--- src/rtl/soc_map_pkg.sv ---
// Shared SoC memory map: window bases and sizes, default timeout,
// error response word, and the bus controller FSM state encoding.
package soc_map_pkg;

    localparam logic [31:0] DEF_ROM_BASE    = 32'h0000_0000;
    localparam logic [31:0] ROM_SIZE        = 32'h0000_2000;   // 8 KiB
    localparam logic [31:0] DEF_SRAM_BASE   = 32'h2000_0000;
    localparam logic [31:0] SRAM_SIZE       = 32'h0000_2000;   // 8 KiB
    localparam logic [31:0] DEF_PERIPH_BASE = 32'h8000_0000;
    localparam logic [31:0] PERIPH_SIZE     = 32'h0001_0000;   // 64 KiB

    localparam int          DEF_TIMEOUT     = 16;
    localparam logic [31:0] ERR_DATA        = 32'hDEAD_BEEF;

    typedef enum logic [1:0] {
        ST_IDLE = 2'd0,
        ST_WAIT = 2'd1,
        ST_RESP = 2'd2
    } state_t;

    // Power-of-two aligned window match.
    function automatic logic in_window(input logic [31:0] addr,
                                       input logic [31:0] base,
                                       input logic [31:0] size);
        return (addr & ~(size - 32'd1)) == base;
    endfunction

endpackage

--- src/rtl/mem_bus_ctrl_addr_decode.sv ---
// Combinational address decoder: one-hot slave hit {periph, sram, rom}
// plus a miss flag when no window matches.
module addr_decode
    import soc_map_pkg::*;
#(
    parameter logic [31:0] ROM_BASE    = DEF_ROM_BASE,
    parameter logic [31:0] SRAM_BASE   = DEF_SRAM_BASE,
    parameter logic [31:0] PERIPH_BASE = DEF_PERIPH_BASE
) (
    input  logic [31:0] addr,
    output logic [2:0]  hit,
    output logic        miss
);

    // Windows never overlap, so at most one hit bit can be set.
    assign hit[0] = in_window(addr, ROM_BASE,    ROM_SIZE);
    assign hit[1] = in_window(addr, SRAM_BASE,   SRAM_SIZE);
    assign hit[2] = in_window(addr, PERIPH_BASE, PERIPH_SIZE);
    assign miss   = (hit == 3'b000);

endmodule

--- src/rtl/mem_bus_ctrl.sv ---
// CPU native-bus to three-slave memory bus controller. One request in
// flight: IDLE decodes, WAIT holds the slave access until ready or
// timeout, RESP returns a one-cycle cpu_ready pulse. Decode misses and
// timeouts return ERR_DATA and set a sticky error flag with the address
// of the first faulting request.
module mem_bus_ctrl
    import soc_map_pkg::*;
#(
    parameter logic [31:0] ROM_BASE    = DEF_ROM_BASE,
    parameter logic [31:0] SRAM_BASE   = DEF_SRAM_BASE,
    parameter logic [31:0] PERIPH_BASE = DEF_PERIPH_BASE,
    parameter int          TIMEOUT     = DEF_TIMEOUT
) (
    input  logic        clk,
    input  logic        reset_n,
    input  logic        cpu_valid,
    input  logic [31:0] cpu_addr,
    input  logic [31:0] cpu_wdata,
    input  logic [3:0]  cpu_wstrb,
    output logic        cpu_ready,
    output logic [31:0] cpu_rdata,
    output logic        rom_select,
    output logic        sram_select,
    output logic        periph_select,
    output logic [15:0] slv_addr,
    output logic [31:0] slv_wdata,
    output logic [3:0]  slv_wstrb,
    input  logic        rom_ready,
    input  logic        sram_ready,
    input  logic        periph_ready,
    input  logic [31:0] rom_rdata,
    input  logic [31:0] sram_rdata,
    input  logic [31:0] periph_rdata,
    input  logic        err_clr,
    output logic        bus_err,
    output logic [31:0] err_addr
);

    localparam logic [7:0] CNT_LAST = 8'(TIMEOUT - 1);

    state_t      state_q, state_d;
    logic [2:0]  sel_q, sel_d;          // {periph, sram, rom}
    logic [7:0]  cnt_q, cnt_d;
    logic        ready_d;
    logic [31:0] rdata_d;
    logic        load_req;
    logic        err_evt;
    logic [31:0] err_evt_addr;
    logic [31:0] req_addr;
    logic [2:0]  hit;
    logic        miss;
    logic        sel_ready;
    logic [31:0] sel_rdata;

    addr_decode #(
        .ROM_BASE    (ROM_BASE),
        .SRAM_BASE   (SRAM_BASE),
        .PERIPH_BASE (PERIPH_BASE)
    ) u_decode (
        .addr (cpu_addr),
        .hit  (hit),
        .miss (miss)
    );

    assign rom_select    = sel_q[0];
    assign sram_select   = sel_q[1];
    assign periph_select = sel_q[2];

    // Only the currently selected slave's ready/rdata are observed.
    always_comb begin
        sel_ready = 1'b0;
        sel_rdata = '0;
        if (sel_q[0]) begin
            sel_ready = rom_ready;
            sel_rdata = rom_rdata;
        end else if (sel_q[1]) begin
            sel_ready = sram_ready;
            sel_rdata = sram_rdata;
        end else if (sel_q[2]) begin
            sel_ready = periph_ready;
            sel_rdata = periph_rdata;
        end
    end

    // Next-state logic plus next values of the registered outputs.
    always_comb begin
        // NOTE: every signal gets a default first so no path leaves it
        // unassigned, which would otherwise infer a latch.
        state_d      = state_q;
        sel_d        = sel_q;
        cnt_d        = cnt_q;
        ready_d      = 1'b0;
        rdata_d      = cpu_rdata;
        load_req     = 1'b0;
        err_evt      = 1'b0;
        err_evt_addr = req_addr;
        case (state_q)
            ST_IDLE: begin
                if (cpu_valid) begin
                    if (miss) begin
                        state_d      = ST_RESP;
                        ready_d      = 1'b1;
                        rdata_d      = ERR_DATA;
                        err_evt      = 1'b1;
                        err_evt_addr = cpu_addr;
                    end else begin
                        state_d  = ST_WAIT;
                        sel_d    = hit;
                        cnt_d    = '0;
                        load_req = 1'b1;
                    end
                end
            end
            ST_WAIT: begin
                if (sel_ready) begin
                    state_d = ST_RESP;
                    sel_d   = '0;
                    cnt_d   = '0;
                    ready_d = 1'b1;
                    rdata_d = (slv_wstrb != 4'b0000) ? 32'h0 : sel_rdata;
                end else if (cnt_q == CNT_LAST) begin
                    state_d = ST_RESP;
                    sel_d   = '0;
                    cnt_d   = '0;
                    ready_d = 1'b1;
                    rdata_d = ERR_DATA;
                    err_evt = 1'b1;
                end else begin
                    cnt_d = cnt_q + 8'd1;
                end
            end
            ST_RESP: begin
                state_d = ST_IDLE;
            end
            default: begin
                state_d = ST_IDLE;
                sel_d   = '0;
            end
        endcase
    end

    // FSM state register.
    always_ff @(posedge clk or negedge reset_n) begin
        // NOTE: sequential state uses non-blocking assignments so all
        // registers update together from pre-edge values.
        if (!reset_n) begin
            state_q <= ST_IDLE;
        end else begin
            state_q <= state_d;
        end
    end

    // Registered outputs, request capture and sticky error tracking.
    always_ff @(posedge clk or negedge reset_n) begin
        if (!reset_n) begin
            sel_q     <= '0;
            cnt_q     <= '0;
            cpu_ready <= 1'b0;
            cpu_rdata <= '0;
            slv_addr  <= '0;
            slv_wdata <= '0;
            slv_wstrb <= '0;
            req_addr  <= '0;
            bus_err   <= 1'b0;
            err_addr  <= '0;
        end else begin
            sel_q     <= sel_d;
            cnt_q     <= cnt_d;
            cpu_ready <= ready_d;
            cpu_rdata <= rdata_d;
            if (load_req) begin
                slv_addr  <= cpu_addr[15:0];
                slv_wdata <= cpu_wdata;
                slv_wstrb <= cpu_wstrb;
                req_addr  <= cpu_addr;
            end
            // A new error outranks a concurrent clear.
            if (err_evt) begin
                bus_err <= 1'b1;
            end else if (err_clr) begin
                bus_err <= 1'b0;
            end
            if (err_evt && (!bus_err || err_clr)) begin
                err_addr <= err_evt_addr;
            end
        end
    end

endmodule

--- config.mk ---
export PLATFORM = sky130hd
export DESIGN_NAME = mem_bus_ctrl
export DESIGN_NICKNAME = d
export VERILOG_FILES = /design/src/rtl/soc_map_pkg.sv /design/src/rtl/mem_bus_ctrl_addr_decode.sv /design/src/rtl/mem_bus_ctrl.sv
export SDC_FILE = /design/constraint.sdc
export NUM_CORES = 1
export LEC_CHECK = 0
export ABC_AREA = 1
export CORE_ASPECT_RATIO = 1.1
export CORE_MARGIN = 2
export CORE_UTILIZATION = 47
export CTS_CLUSTER_DIAMETER = 200
export DETAILED_ROUTE_END_ITERATION = 7
export GPL_ROUTABILITY_DRIVEN = 0
export GPL_TIMING_DRIVEN = 0
export PLACE_DENSITY = 0.86
export SETUP_SLACK_MARGIN = 0.15
export SLEW_MARGIN = 5
export SYNTH_ARGS = -nofsm -noshare
export SYNTH_HDL_FRONTEND = slang
export SYNTH_HIERARCHICAL = 1
export SYNTH_SLANG_ARGS = --single-unit
--- constraint.sdc ---
create_clock -name clk -period 4.67 [get_ports clk]
set_clock_uncertainty 0.15 [all_clocks]
set_input_delay 0.934 -clock clk [delete_from_list [all_inputs] [get_ports clk]]
set_output_delay 0.934 -clock clk [all_outputs]
set_load 0.05 [all_outputs]
Word level (Yosys, flattened, before mapping) --
Index checks and enable logic that the tools add are counted.
Cells by class: add/subtract/negate cells 1, eq/ne operators 9, muxes and demuxes 42, bitwise gates (word level) 1, reductions and logical operators 13
Operator list (number):
- $mux W32 | 11
- $pmux W32 S2 | 1
- $logic_not A32 Y1 | 1
- $mux W8 | 4
- $eq A19 B17 Y1 const B | 1
- $eq A16 B16 Y1 const B | 1
- $pmux W8 S2 | 1
- $mux W1 | 13
- $mux W3 | 4
- $pmux W3 S3 | 1
- $add A8 B1 Y8 const B | 1
- $eq A8 B4 Y1 const B | 1
- $mux W2 | 4
- $reduce_and A4 Y1 | 2
- $ne A2 B2 Y1 const B | 3
- $pmux W1 S2 | 2
- $pmux W2 S2 | 1
- $reduce_bool A2 Y1 | 2
- $reduce_bool A4 Y1 | 1
- $logic_not A3 Y1 | 1
- $ne A3 B3 Y1 const B | 1
- $reduce_and A3 Y1 | 1
- $eq A2 B1 Y1 const B | 1
- $eq A2 B2 Y1 const B | 1
- 6 further kinds | 6
Storage, ports and cells: register bits 163, input port bits 171, output and inout port bits 121, word-level logic and storage cells 77

Depth between registers and ports, before layout --
Gate-level depths: netlist (run 1).
depth in word-level cells 6, depth in mapped cells 13, mapped depth without buffers 12

By module --
The synthesis (run 1) kept the hierarchy.
Modules (own cells, without submodules):
- mem_bus_ctrl | instances 1, cells each 930, area each 7186.9 µm², sequential area each 3678.5 µm²
- addr_decode | instances 1, cells each 29, area each 133.9 µm², sequential area each 0.0 µm²

Worst setup path after synthesis (run 1) --
No wires, ideal clock.
path type input port to flip-flop, from input cpu_addr[28], to register err_addr[24], library setup time 119 ps, data arrival time 2170 ps, data required time 4401 ps, path slack 2232 ps, stages on the path 13, buffers on the path 2, cells stage by stage nor2_1 nand2_1 nor2_2 nand3_1 nand2_1 nor2_1 nand3_4 buf_4 buf_2 nand2_1 o21ai_0 nand4_1 nand2_1
On the way: word-level cells in the longest chain between the ends 6, elaborated cells on any way between the ends 11, those cells by class eq/ne: 2; mux: 6; reduce/logical: 3
Ends and longest elaborated chain:
- start: declaration | RTL line mem_bus_ctrl.sv:17 | input logic [31:0] cpu_addr,
- $eq A19 B17 Y1, or another cell as far along | RTL line soc_map_pkg.sv:25 | return (addr & ~(size - 32'd1)) == base;
- $logic_not A3 Y1 * | RTL line mem_bus_ctrl_addr_decode.sv:19 | assign miss = (hit == 3'b000);
- net miss | RTL line mem_bus_ctrl.sv:51 | logic miss;
- $mux W1 | RTL line mem_bus_ctrl.sv:100 | if (miss) begin
- $mux W1 | RTL line mem_bus_ctrl.sv:99 | if (cpu_valid) begin
- $pmux W1 S2 | RTL line mem_bus_ctrl.sv:97 | case (state_q)
- $logic_and A1 B1 Y1 | RTL line mem_bus_ctrl.sv:183 | if (err_evt && (!bus_err || err_clr)) begin
- end signal: assignment | RTL line mem_bus_ctrl.sv:184 | err_addr <= err_evt_addr;
- end: declaration | RTL line mem_bus_ctrl.sv:36 | output logic [31:0] err_addr
Mark *: on every way through the listed nets, which the timed path passes. The rest lies on a longest branch. A chain may end at the register's enable or synchronous reset.

Worst setup path in the final report (run 1) --
from input cpu_addr[28], to register slv_addr[14]
On the way: word-level cells in the longest chain between the ends 5, elaborated cells on any way between the ends 7, those cells by class eq/ne: 2; mux: 3; reduce/logical: 2
Ends and longest elaborated chain:
- $eq A19 B17 Y1, or another cell as far along | RTL line soc_map_pkg.sv:25
- $logic_not A3 Y1 * | RTL line mem_bus_ctrl_addr_decode.sv:19
- net miss | RTL line mem_bus_ctrl.sv:51
- $mux W1 * | RTL line mem_bus_ctrl.sv:100
- $mux W1 * | RTL line mem_bus_ctrl.sv:99
- $mux W1 * | RTL line mem_bus_ctrl.sv:97
- end signal: assignment | RTL line mem_bus_ctrl.sv:172 | slv_addr <= cpu_addr[15:0];
- end: declaration | RTL line mem_bus_ctrl.sv:25 | output logic [15:0] slv_addr,
Marked as above.

==> results of run 1 <==
==> metal layers <==
layer  GRT usage (%)  wire length, um  vias to the layer above
met5               0                0                        -
li1                -                -                     3659
met4            10.5              602                        0
met2            46.9            11400                      332
met1            33.0             8860                     3513
met3            8.07             2180                       45
==> kinds of logic after synthesis <==
group	share of synthesized area, %
compound gates	10.0
xor+xnor	0.359
fa+ha+maj	0.171
buf+inv	8.61
flops	50.2
simple gates	30.6
==> cell type report <==
type                       instances  share of cell area, %
sequential                       147                   33.0
multi-input combinational        681                   27.0
timing repair buffer             293                   26.6
clock buffer                      21                   4.22
buffer                            71                   3.64
tap                              196                   2.20
inverter                          60                   2.02
clock inverter                    10                   1.18
antenna                            2                 0.0449
==> tightest hold or removal path, delay by kind of cell, from the launching register on <==
family	cells	cell delay, ps
flip-flops	1	340
AND/OR/NAND/NOR	2	100
==> state kept, by name, indices dropped and copies added (netlist names) <==
| signal | cells |
|---|---|
| req_addr | 17 |
| cpu_rdata | 32 |
| sel_q | 3 |
| cnt_q | 8 |
| slv_wdata | 32 |
| slv_wstrb | 4 |
| err_addr | 32 |
| cpu_ready | 1 |
| bus_err | 1 |
| slv_addr | 15 |
| state_q | 2 |
==> report_power, final <==
part	internal [W]	switching [W]	total, W	leakage, nW
clock	0.000876	0.000526	0.00140	0.298
sequential	0.00131	0.0000209	0.00133	1.90
combinational	0.000221	0.000265	0.000485	3.01
==> cells in the mapped netlist, drive strengths merged <==
library cell    n
o21ai          77
a21oi          68
buf            50
clkbuf         21
inv            59
xor2            2
dfrtp         147
nand4          39
ha              1
nand3b          1
nand2         338
nand3          14
clkinv          1
a31oi           1
nor2          137
xnor2           1
nor3            1
or2             1
==> metrics by stage <==
stage	total power, W	instance area [um2]	setup slack [ps]
2_1_floorplan	0.00156	7320	2230
6_report	0.00322	11100	1590
4_1_cts	0.00323	11100	1590
3_5_place_dp	0.00184	10500	1140
3_3_place_gp	0.00183	10500	-3520
5_1_grt	0.00332	11100	1370
==> worst max-delay path by stage <==
stage            startpoint            end  slack, ps
2_1_floorplan  cpu_addr[28]   err_addr[24]       2230
3_3_place_gp        reset_n  slv_wdata[12]      -3520
3_5_place_dp   cpu_addr[16]  slv_wdata[18]       1140
4_1_cts        cpu_addr[16]  slv_wdata[18]       1590
5_1_grt        cpu_addr[18]  slv_wdata[27]       1370
6_report       cpu_addr[28]   slv_addr[14]       1590
==> reports/results.md, run 1 <==
| Quantity | This run | Unit |
|:---|:---|:---|
| Critical-path top delay cell | clkdlybuf4s50_1 | - |
| Hold slack final | 327 | ps |
| Count of cell instances traversed by the critical path | 12 | - |
| Min cycle time layout | 3080 | ps |
| CP required | 4800 | ps |
| Clock buffers created by TritonCTS | 17 | - |
| Arrival @ worst endpoint | 3210 | ps |
| Register Area | 3680 | um2 |
| Starting density of the core | 48.3 | % |
| Max clock buf depth | 2 | - |
| Multi-input gate area in the final layout | 3010 | um2 |
| Sum of buffers and inverters on the critical path | 3 | - |
| Signed area change from the synthesized netlist to the final layout | 52.2 | % |
| Number of hold buffers added after CTS | 0 | - |
| Power Dens Cells | 289 | nW/um2 |
| Filler instances | 1178 | - |
| Top fanout value on the critical path | 10 | - |
| Destination of the worst register-to-register timing path | err_addr[10] | - |
| Setup repair after global routing missed its margin | no | - |
| Count of nets after finishing | 1443 | - |
| Total of buffers placed on input and output ports | 291 | - |
| Std cell rows | 47 | - |
| Endpoints failing setup | 0 | - |
| GRT overflow | 0 | - |
| Layout cell share with drive strength beyond 1 | 7.79 | % |
| Leak pwr | 5.21 | nW |
| WHS Endpoint | slv_wdata[19] | - |
| Synth Register Bits | 147 | - |
| Post-synth net total | 1131 | - |
| Delay-heaviest family, CP | buffers and inverters | - |
| Outcome | completed | - |
| Stage delay of the slowest cell on the critical path | 500 | ps |
| Clock sink total | 147 | - |
| Maximum clock frequency | 325 | MHz |
| Yosys top cell area share | 50.2 | % |
| Top cell type by total area after synthesis | dfrtp_1 | - |
| Number of antenna violations at the first check in global routing | 2 | - |
| Yosys warnings | 6 | - |
| Placed cells | 1448 | - |
| Unique cell type count in the Yosys netlist | 31 | - |
| Final Hold Violating Endpoints | 0 | - |
| Sequential share of the synthesized area | 50.2 | % |
| Via count of the first global-routing pass | 7226 | - |
| Transition time at the pin with the least slew margin | 580 | ps |
| Cell count of the worst hold path | 2 | - |
| Half-perimeter wire length after placement | 16.9 | mm |
| Origin of the worst min-delay path | slv_wdata[19] | - |
| Cell at the root of the clock tree | clkbuf_16 | - |
| Die Footprint | 16600 | um2 |
| Core occupancy in the finished layout | 73.4 | % |
| Floorplan die height | 135 | um |
| Peak supply drop | 193 | uV |
| GRT Overall Usage | 27.6 | % |
| CTS tree | built | - |
| Number of DRC violations after detailed routing | 0 | - |
| Type of destination of the critical path | register | - |
| Number of slew-limit violations in the final report | 0 | - |
| Post-route insts no fill | 1481 | - |
| Fin Setup TNS | 0 | ps |
| Most frequent standard cell in the layout excluding fill and tap cells | nand2_1 | - |
| Vias per cell | 5.10 | - |
| Placeable core region | 15200 | um2 |
| Number of vias in the routed layout | 7549 | - |
| Number of violations of the max-capacitance limit | 0 | - |
| Path type of the worst setup path | input pin to register | - |
| Type of the tightest min-delay check | register to register | - |
| Ordered cell list for the critical path | clkdlybuf4s50_1 -> nor2_1 -> nand2_1 -> nor2_2 -> nand3_1 -> nand2_1 -> nor2_1 -> nor2_1 -> nand2_1 -> buf_2 -> clkbuf_1 -> o21ai_0 | - |
| Horizontal extent of the die | 123 | um |
| Wire length reported by the detailed router | 23.0 | mm |
| Largest net degree at the start of global routing | 92 | - |
| Cell count after synthesis | 959 | - |
| Clock insertion delay at the later pin of the skew report | 420 | ps |
| Total standard cell area after synthesis | 7320 | um2 |
| Average detailed-routed wire length per instance | 15.6 | um |
| First-pass iteration count of the detailed router | 7 | - |
| Part of the cycle the worst path needs | 66.0 | % |
| Relative slew slack | 61.2 | % |
| Post-CTS resize count | 0 | - |
| Startpoint of the worst register-to-register path | cnt_q[0] | - |
| Wire length of the first global-routing pass | 35.6 | mm |
| Remaining number of nets flagged by the antenna check after routing | 0 | - |
| Initial detailed-routing violation count | 509 | - |
| Cell depth of the worst flop-to-flop path | 9 | - |
| Commonest non-fill, non-tap cells in the layout | 336 x nand2_1, 290 x clkdlybuf4s50_1, 147 x dfrtp_1, 130 x nor2_1, 68 x a21oi_1 | - |
| Post-CTS setup repair buffer count | 0 | - |
| Clock input transition at the sequential cells of the worst setup and hold paths | 60 | ps |
| Internal reg-to-reg setup slack | 2760 | ps |
| Setup crit start kind | input pin | - |
| Number of ports placed on the die boundary | 292 | - |
| Syn avg cell area | 7.63 | um2 |
| H-tree depth | 4 | - |
| Leading post-synthesis cells by cell area | dfrtp_1 50%, nand2_1 17%, nor2_1 6.7% | - |
No activity file was read; power rests on OpenSTA's default activity.
==> run 2: changes to the inputs <==
--- a/config.mk
+++ b/config.mk
@@ -8,12 +8,12 @@
 export ABC_AREA = 1
 export CORE_ASPECT_RATIO = 1.1
 export CORE_MARGIN = 2
-export CORE_UTILIZATION = 47
+export CORE_UTILIZATION = 44
 export CTS_CLUSTER_DIAMETER = 200
 export DETAILED_ROUTE_END_ITERATION = 7
 export GPL_ROUTABILITY_DRIVEN = 0
 export GPL_TIMING_DRIVEN = 0
-export PLACE_DENSITY = 0.86
+export PLACE_DENSITY = 0.81
 export SETUP_SLACK_MARGIN = 0.15
 export SLEW_MARGIN = 5
 export SYNTH_ARGS = -nofsm -noshare
==> constraint.sdc (replaced) <==
create_clock -name clk -period 3.17 [get_ports clk]
set_clock_uncertainty 0.15 [all_clocks]
set_input_delay 0.634 -clock clk [delete_from_list [all_inputs] [get_ports clk]]
set_output_delay 0.634 -clock clk [all_outputs]
set_load 0.05 [all_outputs]
==> reports/results.md, run 2 (same netlist as run 1, synthesis figures left out) <==
| Quantity | This run | Unit |
|:---|:---|:---|
| Outcome | completed | - |
| Delay-heaviest family, CP | buffers and inverters | - |
| Peak supply drop | 325 | uV |
| Via count of the first global-routing pass | 7291 | - |
| CTS tree | built | - |
| Count of nets after finishing | 1442 | - |
| Most frequent standard cell in the layout excluding fill and tap cells | nand2_1 | - |
| Type of the tightest min-delay check | input pin to asynchronous set/reset pin | - |
| Number of ports placed on the die boundary | 292 | - |
| Critical-path top delay cell | clkdlybuf4s50_1 | - |
| First-pass iteration count of the detailed router | 5 | - |
| Top flop regs | cpu_rdata (32), err_addr (32), slv_wdata (32) | - |
| Total of buffers placed on input and output ports | 291 | - |
| Filler instances | 1361 | - |
| Hold slack final | 5.19 | ps |
| Initial detailed-routing violation count | 396 | - |
| Reg power frac | 40.5 | % |
| Relative slew slack | 61.8 | % |
| Ordered cell list for the critical path | clkdlybuf4s50_1 -> nor2_1 -> nand2_1 -> nor2_2 -> nand3_1 -> nand2_1 -> nor2_1 -> nor2_1 -> nand2_1 -> buf_2 -> clkbuf_1 -> o21ai_0 | - |
| Post-route insts no fill | 1488 | - |
| Min cycle time layout | 2780 | ps |
| GRT overflow | 0 | - |
| Power Dens Cells | 433 | nW/um2 |
| CP required | 3290 | ps |
| Part of the total power dissipated in the clock network | 44.8 | % |
| Internal power contribution | 0.00361 | W |
| Wire length of the first global-routing pass | 36.4 | mm |
| Maximum clock frequency | 360 | MHz |
| Final Hold Violating Endpoints | 0 | - |
| Number of violations of the max-capacitance limit | 0 | - |
| Cell at the root of the clock tree | clkbuf_16 | - |
| Die Footprint | 17700 | um2 |
| Clock sink total | 147 | - |
| Number of slew-limit violations in the final report | 0 | - |
| Register Area | 3680 | um2 |
| Clock buffers created by TritonCTS | 17 | - |
| Switching share of power | 25.3 | % |
| Setup crit start kind | input pin | - |
| Remaining number of nets flagged by the antenna check after routing | 0 | - |
| Commonest non-fill, non-tap cells in the layout | 336 x nand2_1, 290 x clkdlybuf4s50_1, 147 x dfrtp_1, 130 x nor2_1, 68 x a21oi_1 | - |
| Number of antenna violations at the first check in global routing | 1 | - |
| Post-CTS setup repair buffer count | 0 | - |
| Std cell rows | 49 | - |
| Vias per cell | 5.00 | - |
| Placeable core region | 16300 | um2 |
| Part of the cycle the worst path needs | 87.7 | % |
| Number of DRC violations after detailed routing | 0 | - |
| Layout cell share with drive strength beyond 1 | 7.72 | % |
| Leak pwr | 5.21 | nW |
| Average detailed-routed wire length per instance | 15.5 | um |
| Endpoints failing setup | 0 | - |
| Signed area change from the synthesized netlist to the final layout | 52.4 | % |
| Clock input transition at the sequential cells of the worst setup and hold paths | 60 | ps |
| Arrival @ worst endpoint | 2900 | ps |
| Starting density of the core | 44.9 | % |
| Net switching component of the power | 0.00122 | W |
| Wire length reported by the detailed router | 23.0 | mm |
| Max clock buf depth | 2 | - |
| Largest net degree at the start of global routing | 77 | - |
| Type of destination of the critical path | register | - |
| Stage delay of the slowest cell on the critical path | 500 | ps |
| Number of vias in the routed layout | 7445 | - |
| Setup repair after global routing missed its margin | no | - |
| Sum of buffers and inverters on the critical path | 3 | - |
| Clock insertion delay at the later pin of the skew report | 420 | ps |
| Fin Setup TNS | 0 | ps |
| Transition time at the pin with the least slew margin | 571 | ps |
| Multi-input gate area in the final layout | 3010 | um2 |
| Half-perimeter wire length after placement | 17.0 | mm |
| Horizontal extent of the die | 127 | um |
| Portion of total power attributed to combinational logic | 14.7 | % |
| GRT Overall Usage | 25.7 | % |
| Placed cells | 1455 | - |
| Path type of the worst setup path | input pin to register | - |
| Number of hold buffers added after CTS | 0 | - |
| Top fanout value on the critical path | 10 | - |
| Post-CTS resize count | 0 | - |
| H-tree depth | 4 | - |
| Floorplan die height | 139 | um |
## run 2: cell types whose count changed in the layout (fill, tap and decap cells not counted), sizes merged
cell,delta
buf,-1
diode,-1
clkinv,-3
clkinvlp,+1
inv,+2
bufinv,+1
## run 2: power groups by stage
stage               Clock (W)  Combinational [W]  Sequential (W)
finish                0.00217           0.000711         0.00196
global route          0.00229           0.000757         0.00196
CTS                   0.00220           0.000716         0.00196
detailed placement          0           0.000711         0.00199
global placement            0           0.000699         0.00199
floorplan                   0           0.000129         0.00216
## run 2: worst paths after layout
kind                          startpoint       endpoint  slack, ps  depth (start not counted)
max in group asynchronous        reset_n    slv_addr[3]       2080                          2
setup / recovery            cpu_addr[17]   slv_addr[14]        390                         12
hold / removal                   reset_n   err_addr[18]          5                          1
hold reg to reg            slv_wdata[24]  slv_wdata[24]        330                          2
setup reg to reg                cnt_q[0]   err_addr[14]       1250                          9
min in group clk           slv_wdata[24]  slv_wdata[24]        330                          2
## run 2: worst reg2reg max path, delay by kind of cell (launching register included)
family / cells / cell delay [ps]
buf+inv: 1 / 170
simple gates: 7 / 840
flops: 1 / 420
fa+ha+maj: 1 / 220
## run 2: cell type report
class	count	share of cell area [%]
sequential	147	33.0
multi-input combinational	681	27.0
timing repair buffer	292	26.4
clock buffer	21	4.13
buffer	71	3.63
tap	204	2.29
inverter	60	2.02
clock inverter	11	1.57
antenna	1	0.0224
## run 2: metrics by stage
step                      setup slack [ps]  instance area [um2]  power, W  utilization [%]
after detailed placement             -6.87                10500   0.00270             64.5
after global placement               -4740                10500   0.00269             64.3
after CTS                              406                11200   0.00487             68.4
after global routing                   191                11200   0.00501             68.4
final                                  389                11200   0.00484             68.4
after floorplan                       1030                 7320   0.00229                -
## run 2: layer usage
| metal | up-vias | GRT usage (%) | share of wire (%) | wire, um |
|---|---|---|---|---|
| met5 | - | 0 | 0 | 0 |
| met4 | 0 | 9.66 | 2.6 | 608 |
| met3 | 45 | 6.73 | 7.8 | 1800 |
| met2 | 296 | 44.0 | 50 | 11500 |
| met1 | 3453 | 31.3 | 40 | 9120 |
| li1 | 3651 | - | - | - |
==> run 3: changes to the inputs <==
--- a/config.mk
+++ b/config.mk
@@ -7,7 +7,7 @@
 export LEC_CHECK = 0
 export ABC_AREA = 1
 export CORE_ASPECT_RATIO = 1.1
-export CORE_MARGIN = 2
+export CORE_MARGIN = 3
 export CORE_UTILIZATION = 44
 export CTS_CLUSTER_DIAMETER = 200
 export DETAILED_ROUTE_END_ITERATION = 7
==> reports/results.md, run 3 (same netlist as run 1, synthesis figures left out) <==
| Quantity | This run | Unit |
|:---|:---|:---|
| H-tree depth | 4 | - |
| Transition time at the pin with the least slew margin | 681 | ps |
| Final std cell area, no fill | 11100 | um2 |
| Final Hold Violating Endpoints | 0 | - |
| Remaining number of nets flagged by the antenna check after routing | 0 | - |
| Path type of the worst setup path | input pin to register | - |
| Net switching component of the power | 0.00129 | W |
| First-pass iteration count of the detailed router | 5 | - |
| Setup crit start kind | input pin | - |
| Clock input transition at the sequential cells of the worst setup and hold paths | 70 | ps |
| Internal power contribution | 0.00337 | W |
| Number of vias in the routed layout | 7518 | - |
| Number of DRC violations after detailed routing | 0 | - |
| Clock buffers created by TritonCTS | 17 | - |
| Wire length reported by the detailed router | 23.9 | mm |
| Total of buffers placed on input and output ports | 291 | - |
| Internal reg-to-reg setup slack | 1270 | ps |
| Peak supply drop | 272 | uV |
| Portion of total power attributed to combinational logic | 15.3 | % |
| Starting density of the core | 45.8 | % |
| Number of violations of the max-capacitance limit | 0 | - |
| Relative slew slack | 54.6 | % |
| Die Footprint | 18200 | um2 |
| GRT Overall Usage | 25.7 | % |
| Wire length of the first global-routing pass | 37.0 | mm |
| Met1 track demand over resource in global routing | 30.7 | % |
| Part of the cycle the worst path needs | 86.2 | % |
| Horizontal extent of the die | 129 | um |
| Maximum clock frequency | 366 | MHz |
| Signed area change from the synthesized netlist to the final layout | 51.6 | % |
| Clock insertion delay at the later pin of the skew report | 420 | ps |
| Arrival @ worst endpoint | 2860 | ps |
| Power Dens Cells | 421 | nW/um2 |
| Top fanout value on the critical path | 10 | - |
| Commonest non-fill, non-tap cells in the layout | 336 x nand2_1, 290 x clkdlybuf4s50_1, 147 x dfrtp_1, 130 x nor2_1, 68 x a21oi_1 | - |
| Type of destination of the critical path | register | - |
| Top flop regs | cpu_rdata (32), err_addr (32), slv_wdata (32) | - |
| Number of slew-limit violations in the final report | 0 | - |
| Via count of the first global-routing pass | 7384 | - |
| CTS tree | built | - |
| Number of hold buffers added after CTS | 0 | - |
| Part of the total power dissipated in the clock network | 42.8 | % |
| Leak pwr | 5.18 | nW |
| Half-perimeter wire length after placement | 18.0 | mm |
| Reg power frac | 41.9 | % |
| CP required | 3300 | ps |
| Count of nets after finishing | 1442 | - |
| Vias per cell | 5.07 | - |
| Average detailed-routed wire length per instance | 16.1 | um |
| Std cell rows | 48 | - |
| Layout cell share with drive strength beyond 1 | 7.87 | % |
| Most frequent standard cell in the layout excluding fill and tap cells | nand2_1 | - |
| Met3 track utilization from global routing | 7.94 | % |
| Max clock buf depth | 2 | - |
| Placeable core region | 16000 | um2 |
| Fin Setup TNS | 0 | ps |
| Floorplan die height | 141 | um |
| GRT overflow | 0 | - |
| Pre-CTS setup slack | 6.96 | ps |
| Initial detailed-routing violation count | 426 | - |
| Number of antenna violations at the first check in global routing | 3 | - |
| Setup repair after global routing missed its margin | no | - |
| Setup WS post-layout | 436 | ps |
| Type of the tightest min-delay check | input pin to asynchronous set/reset pin | - |
| Post-CTS resize count | 0 | - |
| Grt met2 use | 42.8 | % |
| Post-CTS setup repair buffer count | 0 | - |
| Clock sink total | 147 | - |
| Switching share of power | 27.7 | % |
| Min cycle time layout | 2730 | ps |
| Placement Cell Area | 10500 | um2 |
| Outcome | completed | - |
| Endpoints failing setup | 0 | - |
| Largest net degree at the start of global routing | 81 | - |
| Number of ports placed on the die boundary | 292 | - |
| Cell at the root of the clock tree | clkbuf_16 | - |
| Most Crowded Layer GR | met2 | - |
-- run 3: changes by cell type in the layout (fill, tap and decap cells not counted), moves of 2 or more --
cell,change
bufinv_16,-3
clkbuf_1,-2
clkinv_4,+3
inv_6,+2
inv_8,+2
-- run 3: metrics by stage --
stage | hold WS [ps] | utilization, % | cells | total power (W)
finish | 44.7 | 69.5 | 1484 | 0.00467
global route | 97.5 | 69.5 | 1483 | 0.00484
CTS | 74.5 | 69.5 | 1483 | 0.00470
detailed placement | 314 | 65.8 | 1451 | 0.00270
global placement | 311 | 65.6 | 1450 | 0.00270
floorplan | 188 | - | 959 | 0.00229
-- run 3: final timing paths --
| path | from | endpoint | cells past startpoint |
|---|---|---|---|
| setup reg to reg | cnt_q[0] | err_addr[23] | 9 |
| hold reg to reg | err_addr[31] | err_addr[31] | 2 |
| hold / removal | reset_n | cpu_rdata[0] | 1 |
| min in group clk | err_addr[31] | err_addr[31] | 2 |
| setup / recovery | cpu_addr[28] | slv_addr[14] | 12 |
| max in group asynchronous | reset_n | slv_wdata[11] | 2 |
-- run 3: metal layers --
metal  up-vias  wire [um]
met5         -         28
met4         4        761
met3        52       2140
met2       308      11600
met1      3502       9390
li1       3652          -
-- run 3: area by class of cell --
| type | count | area, um2 |
|---|---|---|
| sequential | 147 | 3680 |
| clock buffer | 18 | 439 |
| fill | 1307 | 4870 |
| buffer | 71 | 405 |
| antenna | 1 | 2.50 |
| clock inverter | 14 | 146 |
| multi-input combinational | 681 | 3010 |
| inverter | 60 | 225 |
| timing repair buffer | 292 | 2940 |
| tap | 200 | 250 |
-- run 3: power by group through the flow --
stage	combinational, W	clock, W	sequential [W]
final	0.000713	0.00200	0.00196
after global routing	0.000757	0.00212	0.00196
after CTS	0.000718	0.00202	0.00196
after detailed placement	0.000713	0	0.00199
after global placement	0.000704	0	0.00199
after floorplan	0.000129	0	0.00216
-- run 3: critical path: stages --
cell and delay (ps):
clkdlybuf4s50_1 500, nor2_1 60, nand2_1 120, nor2_2 70
nand3_1 130, nand2_1 60, nor2_1 220, nor2_1 80
nand2_1 150, buf_2 250, clkbuf_1 410, o21ai_0 170
